File: src/rtl/mux_pipe_pkg.sv
// Shared definitions for the registered N-way selector stage.
//   state_t   : occupancy encoding (EMPTY, ONE, FULL)
//   sel_width : select width for an M-input mux, at least one bit
package mux_pipe_pkg;

    typedef enum logic [1:0] {
        EMPTY = 2'd0,
        ONE   = 2'd1,
        FULL  = 2'd2
    } state_t;

    // A 2:1 mux still needs one select bit, so never return zero.
    function automatic int sel_width(input int m);
        return (m > 2) ? $clog2(m) : 1;
    endfunction

endpackage

File: src/rtl/nbit_nx1_mux.sv
// Purely combinational M:1 selector of N-bit words.
// Ports:
//   in_flat_i : M*N packed inputs, input k = in_flat_i[k*N +: N]
//   sel_i     : select, values >= M produce all-zero data
//   data_o    : selected word
module nbit_nx1_mux
    import mux_pipe_pkg::*;
#(
    parameter int N = 32,
    parameter int M = 4
) (
    input  logic [M*N-1:0]          in_flat_i,
    input  logic [sel_width(M)-1:0] sel_i,
    output logic [N-1:0]            data_o
);

    // Zero default covers out-of-range selects when M is not a power of 2.
    always_comb begin
        data_o = '0;
        for (int k = 0; k < M; k++) begin
            if (int'(sel_i) == k) begin
                data_o = in_flat_i[k*N +: N];
            end
        end
    end

endmodule

File: src/rtl/nway_mux_pipe_reg.sv
// Registered M-input, N-bit selector stage with valid/ready handshake and a
// 2-entry skid buffer (head + skid). Full throughput with out_ready held high.
// Optional feature macro: NWAY_MUX_SEL_CHECK_EN enables the sticky sel_err
// out-of-range flag; without it sel_err is tied low.
// Ports:
//   clk, rst              : rising-edge clock, asynchronous active-high reset
//   in_flat, sel          : M*N packed inputs and select, sampled on in_fire
//   in_valid / in_ready   : upstream handshake, in_ready depends on state only
//   flush                 : synchronous discard of all held entries
//   out_data, out_sel     : head entry data and the select it was captured with
//   out_valid / out_ready : downstream handshake
//   sel_err               : sticky out-of-range select flag
//   dbg_state             : current occupancy state for observation
//
// Handshake: a transfer happens on a rising edge where valid and ready are
// both high; the producer holds data stable while valid & !ready.
module nway_mux_pipe_reg
    import mux_pipe_pkg::*;
#(
    parameter int N = 32,
    parameter int M = 4
) (
    input  logic                    clk,
    input  logic                    rst,
    input  logic [M*N-1:0]          in_flat,
    input  logic [sel_width(M)-1:0] sel,
    input  logic                    in_valid,
    output logic                    in_ready,
    input  logic                    flush,
    output logic [N-1:0]            out_data,
    output logic [sel_width(M)-1:0] out_sel,
    output logic                    out_valid,
    input  logic                    out_ready,
    output logic                    sel_err,
    output logic [1:0]              dbg_state
);

    localparam int SEL_W = sel_width(M);

    state_t             state_q;
    logic [N-1:0]       head_data_q, skid_data_q;
    logic [SEL_W-1:0]   head_sel_q,  skid_sel_q;
    logic [N-1:0]       mux_data;
    logic               in_fire, out_fire;

    nbit_nx1_mux #(.N(N), .M(M)) u_mux (
        .in_flat_i (in_flat),
        .sel_i     (sel),
        .data_o    (mux_data)
    );

    assign in_ready  = (state_q != FULL);
    assign out_valid = (state_q != EMPTY);
    assign out_data  = head_data_q;
    assign out_sel   = head_sel_q;
    assign dbg_state = state_q;
    assign in_fire   = in_valid & in_ready;
    assign out_fire  = out_valid & out_ready;

    always_ff @(posedge clk or posedge rst) begin
        if (rst) begin
            state_q     <= EMPTY;
            head_data_q <= '0;
            head_sel_q  <= '0;
            skid_data_q <= '0;
            skid_sel_q  <= '0;
        end else if (flush) begin
            // Flush wins over any same-cycle transfer; nothing is emitted.
            state_q     <= EMPTY;
            head_data_q <= '0;
            head_sel_q  <= '0;
            skid_data_q <= '0;
            skid_sel_q  <= '0;
        end else begin
            case (state_q)
                EMPTY: begin
                    if (in_fire) begin
                        state_q     <= ONE;
                        head_data_q <= mux_data;
                        head_sel_q  <= sel;
                    end
                end
                ONE: begin
                    if (in_fire && out_fire) begin
                        head_data_q <= mux_data;
                        head_sel_q  <= sel;
                    end else if (in_fire) begin
                        state_q     <= FULL;
                        skid_data_q <= mux_data;
                        skid_sel_q  <= sel;
                    end else if (out_fire) begin
                        state_q     <= EMPTY;
                    end
                end
                FULL: begin
                    // in_ready is low here, so only the drain path exists.
                    if (out_fire) begin
                        state_q     <= ONE;
                        head_data_q <= skid_data_q;
                        head_sel_q  <= skid_sel_q;
                    end
                end
                default: state_q <= EMPTY;
            endcase
        end
    end

`ifdef NWAY_MUX_SEL_CHECK_EN
    logic sel_oor;
    logic sel_err_q;

    assign sel_oor = ({1'b0, sel} >= (SEL_W+1)'(M));

    // Sticky until reset; flush deliberately leaves it alone.
    always_ff @(posedge clk or posedge rst) begin
        if (rst) begin
            sel_err_q <= 1'b0;
        end else if (in_fire && sel_oor) begin
            sel_err_q <= 1'b1;
        end
    end

    assign sel_err = sel_err_q;
`else
    assign sel_err = 1'b0;
`endif

endmodule

File: config.mk
export PLATFORM = sky130hd
export DESIGN_NAME = nway_mux_pipe_reg
export DESIGN_NICKNAME = d
export VERILOG_FILES = /design/src/rtl/mux_pipe_pkg.sv /design/src/rtl/nbit_nx1_mux.sv /design/src/rtl/nway_mux_pipe_reg.sv
export SDC_FILE = /design/constraint.sdc
export NUM_CORES = 1
export LEC_CHECK = 0
export BUFFER_PORTS_ARGS = -buffer_cell sky130_fd_sc_hd__buf_4
export CORE_ASPECT_RATIO = 0.9
export CORE_MARGIN = 4
export CORE_UTILIZATION = 54
export DETAILED_ROUTE_END_ITERATION = 10
export PLACE_DENSITY = 0.87
export SYNTH_ARGS = -nofsm -noshare
export SYNTH_HDL_FRONTEND = slang
export SYNTH_SLANG_ARGS = --single-unit
File: constraint.sdc
create_clock -name clk -period 4.7 [get_ports clk]
set_input_delay 0.235 -clock clk [delete_from_list [all_inputs] [get_ports clk]]
set_output_delay 0.235 -clock clk [all_outputs]
set_load 0.005 [all_outputs]
# [After elaboration in Yosys (flattened, before gate mapping)]
# Cells that the tools add are included.
[word_totals] output_inout_bits=39 reg_bits=70
[op_classes] muxes=27 n_bitwise=2 n_eq_ne=12 reduce_logical=10
[op_table] cell="$mux 32" count=11
[op_table] cell="$pmux 32 s3" count=1
[op_table] cell="$mux 2" count=13
[op_table] cell="$ne 3x3->1 const B" count=4
[op_table] cell="$pmux 2 s3" count=2
[op_table] cell="$reduce_and 4->1" count=2
[op_table] cell="$eq 2x2->1 const B" count=3
[op_table] cell="$reduce_bool 2->1" count=3
[op_table] cell="$eq 2x1->1 const B" count=2
[op_table] cell="$logic_not 2->1" count=2
[op_table] cell="$ne 2x2->1 const B" count=2
[op_table] cell="$ne 4x4->1 const B" count=1
[op_table] cell="$reduce_bool 4->1" count=1
[op_table] cell="$reduce_and 3->1" count=1
[op_table] cell="$and 1x1->1" count=2
[op_table] cell="$logic_and 1x1->1" count=1

# [Depth between registers and ports, before layout]
# Gate-level depths: netlist of run 1.
[logic_depth] depth_word=9 mapped_depth=8

# [Modules after synthesis]
# Synthesis of run 1 repeated with hierarchy kept, for this count alone.
[hier_totals] hier_cells=331 area_unflattened_um2=4207.8
[by_module_without_submodules] mod="nway_mux_pipe_reg" area_each_um2=3393.3 cells_each=292 instances=1
[by_module_without_submodules] mod="nbit_nx1_mux" area_each_um2=814.5 cells_each=39 instances=1

# [Worst setup path after synthesis of run 1]
# Ideal clock, no wire load.
[synth_path] kind="flip-flop to flip-flop" from="register state_q[0] (netlist: dbg_state[0])" to="register head_data_q[0] (netlist: out_data[0])" path_buffers=1 arrival_ns=1.895 setup_time_ns=0.125 synth_period_minus_slack_ns=2.020 stages_incl_launch_ff=8 path_slack_ns=2.680 cell_sequence="dfrtp_1 > inv_1 > ha_1 > nor2b_1 > a31o_2 > nor3_4 > buf_6 > mux2_4"
[synth_between] elab_chain_len=5
[synth_lines] element="start, declared" line_no="nway_mux_pipe_reg.sv:40" text="state_t state_q;"
[synth_lines] element="start signal, assigned" line_no="nway_mux_pipe_reg.sv:62" text="state_q <= EMPTY;"
[synth_lines] element="start signal, assigned" line_no="nway_mux_pipe_reg.sv:69" text="state_q <= EMPTY;"
[synth_lines] element="start signal, assigned" line_no="nway_mux_pipe_reg.sv:78" text="state_q <= ONE;"
[synth_lines] element="$ne 2x2->1 / $reduce_bool 2->1 (equally long branches)" line_no="nway_mux_pipe_reg.sv:52, nway_mux_pipe_reg.sv:53"
[synth_lines] element="$and 1x1->1 (on tied branches)" line_no="nway_mux_pipe_reg.sv:57, nway_mux_pipe_reg.sv:58"
[synth_lines] element="$logic_and 1x1->1" line_no="nway_mux_pipe_reg.sv:84" text="if (in_fire && out_fire) begin"
[synth_lines] element="$ne 3x3->1 (no line)"
[synth_lines] element="$reduce_and 4->1 (no line)"
[synth_lines] element="end signal, assigned" line_no="nway_mux_pipe_reg.sv:79" text="head_data_q <= mux_data;"
[synth_lines] element="end signal, assigned" line_no="nway_mux_pipe_reg.sv:85" text="head_data_q <= mux_data;"
[synth_lines] element="end signal, assigned" line_no="nway_mux_pipe_reg.sv:99" text="head_data_q <= skid_data_q;"
[synth_lines] element="end, declared" line_no="nway_mux_pipe_reg.sv:41" text="logic [N-1:0] head_data_q, skid_data_q;"
# Parallel ways exist; a longest one is shown, timed or not.
# A chain may end at the register's enable or synchronous reset.

# [Worst setup path after layout of run 1]
[layout_path] from="register state_q[0] (netlist: dbg_state[0])" to="register head_data_q[4] (netlist: out_data[4])"
# Same word-level chain as after synthesis.

==> results.cfg, run 1 <==
[worst_setup_path]
cp_data_arrival_time_ns = 3.11
start_kind = register
critPathCaptureType = register
cp_cell_sequence = inv_1, ha_1, nor4bb_1, a31o_2, nor3_4, buf_12, mux2_1
cp_max_fo = 18
critPathMaxStageDelay_ns = 0.81
required_ns = 4.91
path_class = reg2reg
cp_top_family = simple AND/OR/NAND/NOR gates
slowest_stage = nor3_4
crit_buf_inv = 2

[floorplan]
dieArea_um2 = 9882
die_x_um = 104.3
core-area_um2 = 8107
die_height_um = 94.71
num_rows = 31
initial_utilization_pct = 55.64
ios = 174

[sta]
post-route-period-util_pct = 61.56
fmax_mhz = 345.6
hold_viol = 0
maxSlewHeadroom_pct = 28.23
slew_viol_final = 0
skew_ns = 0.009091
worstMarginPinSlew_ns = 1.077
setup_tns_ns = 0
rsz0062_at_grt = false
period_needed_ns = 2.893
setup_viol = 0

[run_status]
status = completed

[placement]
place.gp.congestion = 0.8149
port_buffers = 172
hpwlAfterDp_um = 8649
placed_area_um2 = 5794

[synthesis]
syn-num-nets = 588
ys_top_cells_by_area = dfrtp_1, mux2_4, mux2i_1, mux2_2, nand2_1
netlist_instances = 448
yosysTopAreaCellShare_pct = 38.83
syn-mean-instance-area_um2 = 10.07
seq_area_frac_synth_pct = 38.83
synth_warnings = 0
yosys.area.top_type = dfrtp_1
synth.distinct_cells = 35
syn_area_um2 = 4511
ys_ff_latch = 70

[clock_tree]
post_cts_buffers = 0
cts.clk_slew.worst_paths_ns = 0.08
cts_tree = built
ctsResizeCount = 0
clk_latency_ns = 0.33
clockRootBuffer = clkbuf_8
cts_made_buffers = 9
cts_buffer_depth = 2
cts_max_level = 3
ctsHoldBuffers = 0
cts_sinks = 70

[finish]
stdcell_area_um2 = 6027
insertedDiodeCount = 0
num-nets-final = 736
fillers = 547
drive_gt1_share_pct = 43.76
areaGrowthSynthToFinish_pct = 33.62

[drt]
drtIter0Drc = 223
viasPerCell = 5.870
drtAntennaViolNets = 0
routed_wl_um = 12730
vias = 4109
wl_per_cell_um = 18.19
drc = 0
firstDrtPassIters = 5

[pwr]
power.density_nw_per_um2 = 322.3
power.leakage_uw = 0.002879
vdd_drop_max_v = 0.0001823

[grt]
grt_overflow_total = 0
antenna_found_initial = 0
grt_pass1_vias = 4332
grt_max_degree = 71
grt_usage_pct = 25.49
grt_first_pass_wirelength_um = 20490

[job]
maxCapViolCount = 0

[min_path]
hp-class = in2async
[routing by layer]
| metal | part of all wire (%) | track usage (%) |
|---|---|---|
| met1 | 39 | 30.76 |
| met2 | 52 | 45.16 |
| met3 | 6.9 | 5.742 |
| met4 | 1.9 | 9.081 |
| met5 | 0 | 0 |
[logic make-up (layout without fill, tap and decap cells)]
group	Yosys count	after routing	synth area share, %
compound gates	132	132	19.58
flops	70	70	38.83
fa+ha+maj	5	5	1.387
buf+inv	48	201	4.993
simple gates	93	93	8.877
other cells	1	1	0.08314
mux	99	99	26.24
[registers in the layout (all words and copies together), names as in the netlist]
| signal | flops |
|---|---|
| skid_data_q | 32 |
| skid_sel_q | 2 |
| out_data | 32 |
| out_sel | 2 |
| dbg_state | 2 |
[worst paths after layout]
path	end	slack, ns	cells after the start	start
setup reg to reg	out_data[4]	1.81	7	dbg_state[0]
hold / removal	skid_data_q[21]	0.18	3	rst
max in group asynchronous	out_data[7]	3.95	3	rst
min in group clk	dbg_state[1]	0.28	3	in_valid
hold reg to reg	out_data[31]	0.52	1	out_data[31]
setup / recovery	out_data[4]	1.81	7	dbg_state[0]
[power breakdown]
part | leakage (µW) | switching (µW) | total (µW) | internal (µW)
clock network | 0.000116 | 227 | 555 | 328
registers | 0.000937 | 59.6 | 749 | 690
logic | 0.00183 | 287 | 638 | 351
total | 0.00288 | 573 | 1940 | 1370
[layout by cell type, fill, tap and decap left out, drive strengths merged]
| master | netlist | layout |
|---|---|---|
| a21o | 1 | 1 |
| inv | 7 | 7 |
| bufinv | 0 | 2 |
| or3b | 1 | 1 |
| clkinv | 0 | 2 |
| o211ai | 32 | 32 |
| o21ai | 26 | 26 |
| o41ai | 1 | 1 |
| nand3b | 1 | 1 |
| clkinvlp | 0 | 1 |
| nor3 | 6 | 6 |
| mux2i | 35 | 35 |
| a2111oi | 1 | 1 |
| nand2 | 70 | 70 |
| ha | 5 | 5 |
| o21a | 2 | 2 |
| mux2 | 64 | 64 |
| nor2b | 2 | 2 |
| a21oi | 34 | 34 |
| nand2b | 2 | 2 |
| a211o | 2 | 2 |
| clkbuf | 28 | 11 |
| conb | 1 | 1 |
| a22oi | 25 | 25 |
| and3b | 1 | 1 |
| or2 | 1 | 1 |
| dfrtp | 70 | 70 |
| nor2 | 8 | 8 |
| a31o | 1 | 1 |
| buf | 13 | 178 |
| a221o | 7 | 7 |
| nor4bb | 1 | 1 |
[per-stage QoR]
step	power, µW	worst slack, ns	util, %	cells	hold slack, ns
floorplan	1120	2.680	-	448	0.4246
global placement	1368	1.921	71.48	684	0.4815
detailed placement	1395	1.814	71.48	684	0.4993
CTS	1952	1.797	74.35	700	0.2058
global route	2035	1.603	74.35	700	0.2461
finish	1942	1.807	74.35	700	0.1766
[final cells by class]
cell class	count	area [µm²]	share of cell area (%)
timing repair buffer	178	1349	22.38
clock buffer	11	151.4	2.512
clock inverter	5	81.33	1.349
inverter	7	26.28	0.4360
tap	99	123.9	2.055
multi-input combinational	330	2544	42.20
sequential	70	1752	29.06
[cells in the mapped netlist]
| master | number |
|---|---|
| nand3b_1 | 1 |
| conb_1 | 1 |
| or2_2 | 1 |
| clkbuf_1 | 28 |
| buf_2 | 6 |
| nand2b_1 | 2 |
| buf_6 | 4 |
| a21oi_1 | 34 |
| a2111oi_4 | 1 |
| o41ai_1 | 1 |
| dfrtp_1 | 70 |
| mux2i_1 | 35 |
| nand2_1 | 70 |
| buf_4 | 2 |
| inv_1 | 7 |
| and3b_1 | 1 |
| mux2_1 | 3 |
| mux2_2 | 31 |
| ha_1 | 5 |
| o21ai_0 | 26 |
| nor4bb_1 | 1 |
| o211ai_1 | 32 |
| a22oi_1 | 25 |
| o21a_1 | 2 |
| nor2b_1 | 2 |
| nor3_4 | 1 |
| a21o_1 | 1 |
| or3b_1 | 1 |
| nor2_1 | 8 |
| buf_1 | 1 |
| a221o_1 | 7 |
| a31o_2 | 1 |
| a211o_1 | 2 |
| mux2_4 | 30 |
| nor3_1 | 5 |
[worst min-delay path, delay by kind of cell]
kind	cells	cell delay, ns
buffers and inverters	3	0.82
No activity file was read; power rests on OpenSTA's default activity.
==> inputs of run 2 (changes only) <==
Settings changed: CORE_UTILIZATION 54 to 50, PLACE_DENSITY 0.87 to 0.82.
Clock period 4.7 ns to 2.8 ns, I/O delays scaled along.
==> run 2 against run 1 <==
Effect of this change:
- flip-flop and latch count unchanged
- total power up 72%
- critical path depth down 1
- first-iteration DRC count rose by 14%
- maximum frequency increased by 21%
- critical path type unchanged
- wire length grew 2.2%
- register-to-register slack lost 1.4 ns
- largest power group unchanged
- sequential power up 67%
- global-route usage decreased by 1.3 points
==> results.cfg, run 2 (synthesized netlist as in run 1, its figures left out) <==
[run_status]
status = completed

[grt]
antenna_found_initial = 0
grt_usage_pct = 24.20
grt_overflow_total = 0
grt_max_degree = 45
grt_pass1_vias = 4308
grt_first_pass_wirelength_um = 20710

[pwr]
p_clk_share_pct = 30.3
p_switching_uw = 998.8
pwr-share-seq_pct = 37.5
power_uw = 3345
pwr-share-comb_pct = 32.2
vdd_drop_max_v = 0.0002589
power.density_nw_per_um2 = 546.0
power.leakage_uw = 0.002925
power.internal_uw = 2347
switching_share_pct = 29.86

[drt]
routed_wl_um = 13020
wl_met1_um = 5194
vias = 4205
firstDrtPassIters = 5
top_layer = met4
drc = 0
drtIter0Drc = 254
wl_per_cell_um = 17.88
drtAntennaViolNets = 0
wl_met2_um = 6783
wl_met3_um = 875
viasPerCell = 5.776

[job]
maxCapViolCount = 0

[sta]
post-route-period-util_pct = 85.09
setup_tns_ns = 0
period_needed_ns = 2.382
setup_viol = 0
rsz0062_at_grt = false
skew_ns = 0.009458
maxSlewHeadroom_pct = 52.21
hold_viol = 0
fmax_mhz = 419.7
worstMarginPinSlew_ns = 0.7168
slew_viol_final = 0

[worst_setup_path]
start_kind = register
r2r-end = out_data[7]
cp-endpoint = out_data[7]
required_ns = 3.03
cp_max_fo = 18
crit_start = dbg_state[0]
worstReg2RegStart = dbg_state[0]
rr_worst_depth = 6
path_class = reg2reg
rrSetupSlack_ns = 0.42
critPathCaptureType = register
cp_data_arrival_time_ns = 2.61

[finish]
fillers = 641
stdcell_area_um2 = 6127
drive_gt1_share_pct = 44.33
regArea_um2 = 1752
layout_common_cells = buf_4, nand2_1, dfrtp_1, mux2i_1, a21oi_1
layout_commonest_cell = buf_4
num-nets-final = 744
fin_util_pct = 70.52
areaGrowthSynthToFinish_pct = 35.84
insertedDiodeCount = 0
multi_input_comb_area_um2 = 2544

[floorplan]
die_x_um = 108.1
die_height_um = 98.11
dieArea_um2 = 10610
initial_utilization_pct = 51.92
ios = 174
core-area_um2 = 8688
num_rows = 32

[clock_tree]
cts_made_buffers = 9
cts_sinks = 70
clk_latency_ns = 0.34
cts_buffer_depth = 2
cts_tree = built
ctsHoldBuffers = 1
cts_max_level = 3
clockRootBuffer = clkbuf_8
ctsResizeCount = 0
cts.clk_slew.worst_paths_ns = 0.08
post_cts_buffers = 0

[placement]
port_buffers = 172
placed_area_um2 = 5872
place.gp.congestion = 0.8304
hpwlAfterDp_um = 8896

[min_path]
hp-class = in2reg
hold_path_depth = 3
==> run 2: cell types whose count changed in the layout (fill, tap and decap cells not counted), sizes merged <==
| cell | change |
|---|---|
| inv | +1 |
| buf | +7 |
| bufinv | +1 |
| clkbuf | -2 |
| clkinvlp | -1 |
| dlygate4sd3 | +1 |
| clkinv | +1 |
==> run 2: how the worst min path moves through the flow <==
| stage | from | end | slack [ns] |
|---|---|---|---|
| after floorplan | in_valid | dbg_state[1] | 0.33 |
| after global placement | rst | skid_data_q[23] | 0.08 |
| after detailed placement | rst | skid_data_q[23] | 0.08 |
| after CTS | in_valid | dbg_state[1] | 0.19 |
| after global routing | in_valid | dbg_state[1] | 0.20 |
| final | in_valid | dbg_state[1] | 0.19 |
==> run 2: through the flow <==
| step | setup WS, ns | std cells | hold slack (ns) |
|---|---|---|---|
| 3_5_place_dp | 0.4604 | 711 | 0.07985 |
| 4_1_cts | 0.4461 | 728 | 0.1881 |
| 3_3_place_gp | 0.5813 | 711 | 0.07783 |
| 5_1_grt | 0.2678 | 728 | 0.2031 |
| 6_report | 0.4175 | 728 | 0.1933 |
| 2_1_floorplan | 0.7796 | 448 | 0.3296 |
==> run 2: area by class of cell <==
| cell class | instances | area share (%) |
|---|---|---|
| clock buffer | 9 | 2.022 |
| inverter | 7 | 0.4288 |
| multi-input combinational | 330 | 41.52 |
| sequential | 70 | 28.59 |
| clock inverter | 7 | 1.981 |
| tap | 119 | 2.430 |
| timing repair buffer | 186 | 23.03 |
==> run 2: worst max-delay path, stage by stage, from the launching register on <==
cell	delay, ns
dfrtp_1	0.42
inv_1	0.14
ha_1	0.37
or3b_1	0.64
buf_4	0.30
o21ai_0	0.12
mux2_4	0.28
==> run 2: layer usage <==
layer / vias to the layer above / track usage (%)
met1: 2066 / 30.92
li1: 1943 / -
met2: 180 / 41.87
met5: - / 0
met4: 0 / 6.311
met3: 16 / 4.891
==> run 2: power by group through the flow <==
stage | clock (µW) | sequential, µW | combinational [µW]
floorplan | 0 | 1260 | 623
global placement | 0 | 1270 | 1050
detailed placement | 0 | 1270 | 1080
CTS | 1030 | 1250 | 1080
global route | 1070 | 1270 | 1170
finish | 1010 | 1250 | 1080
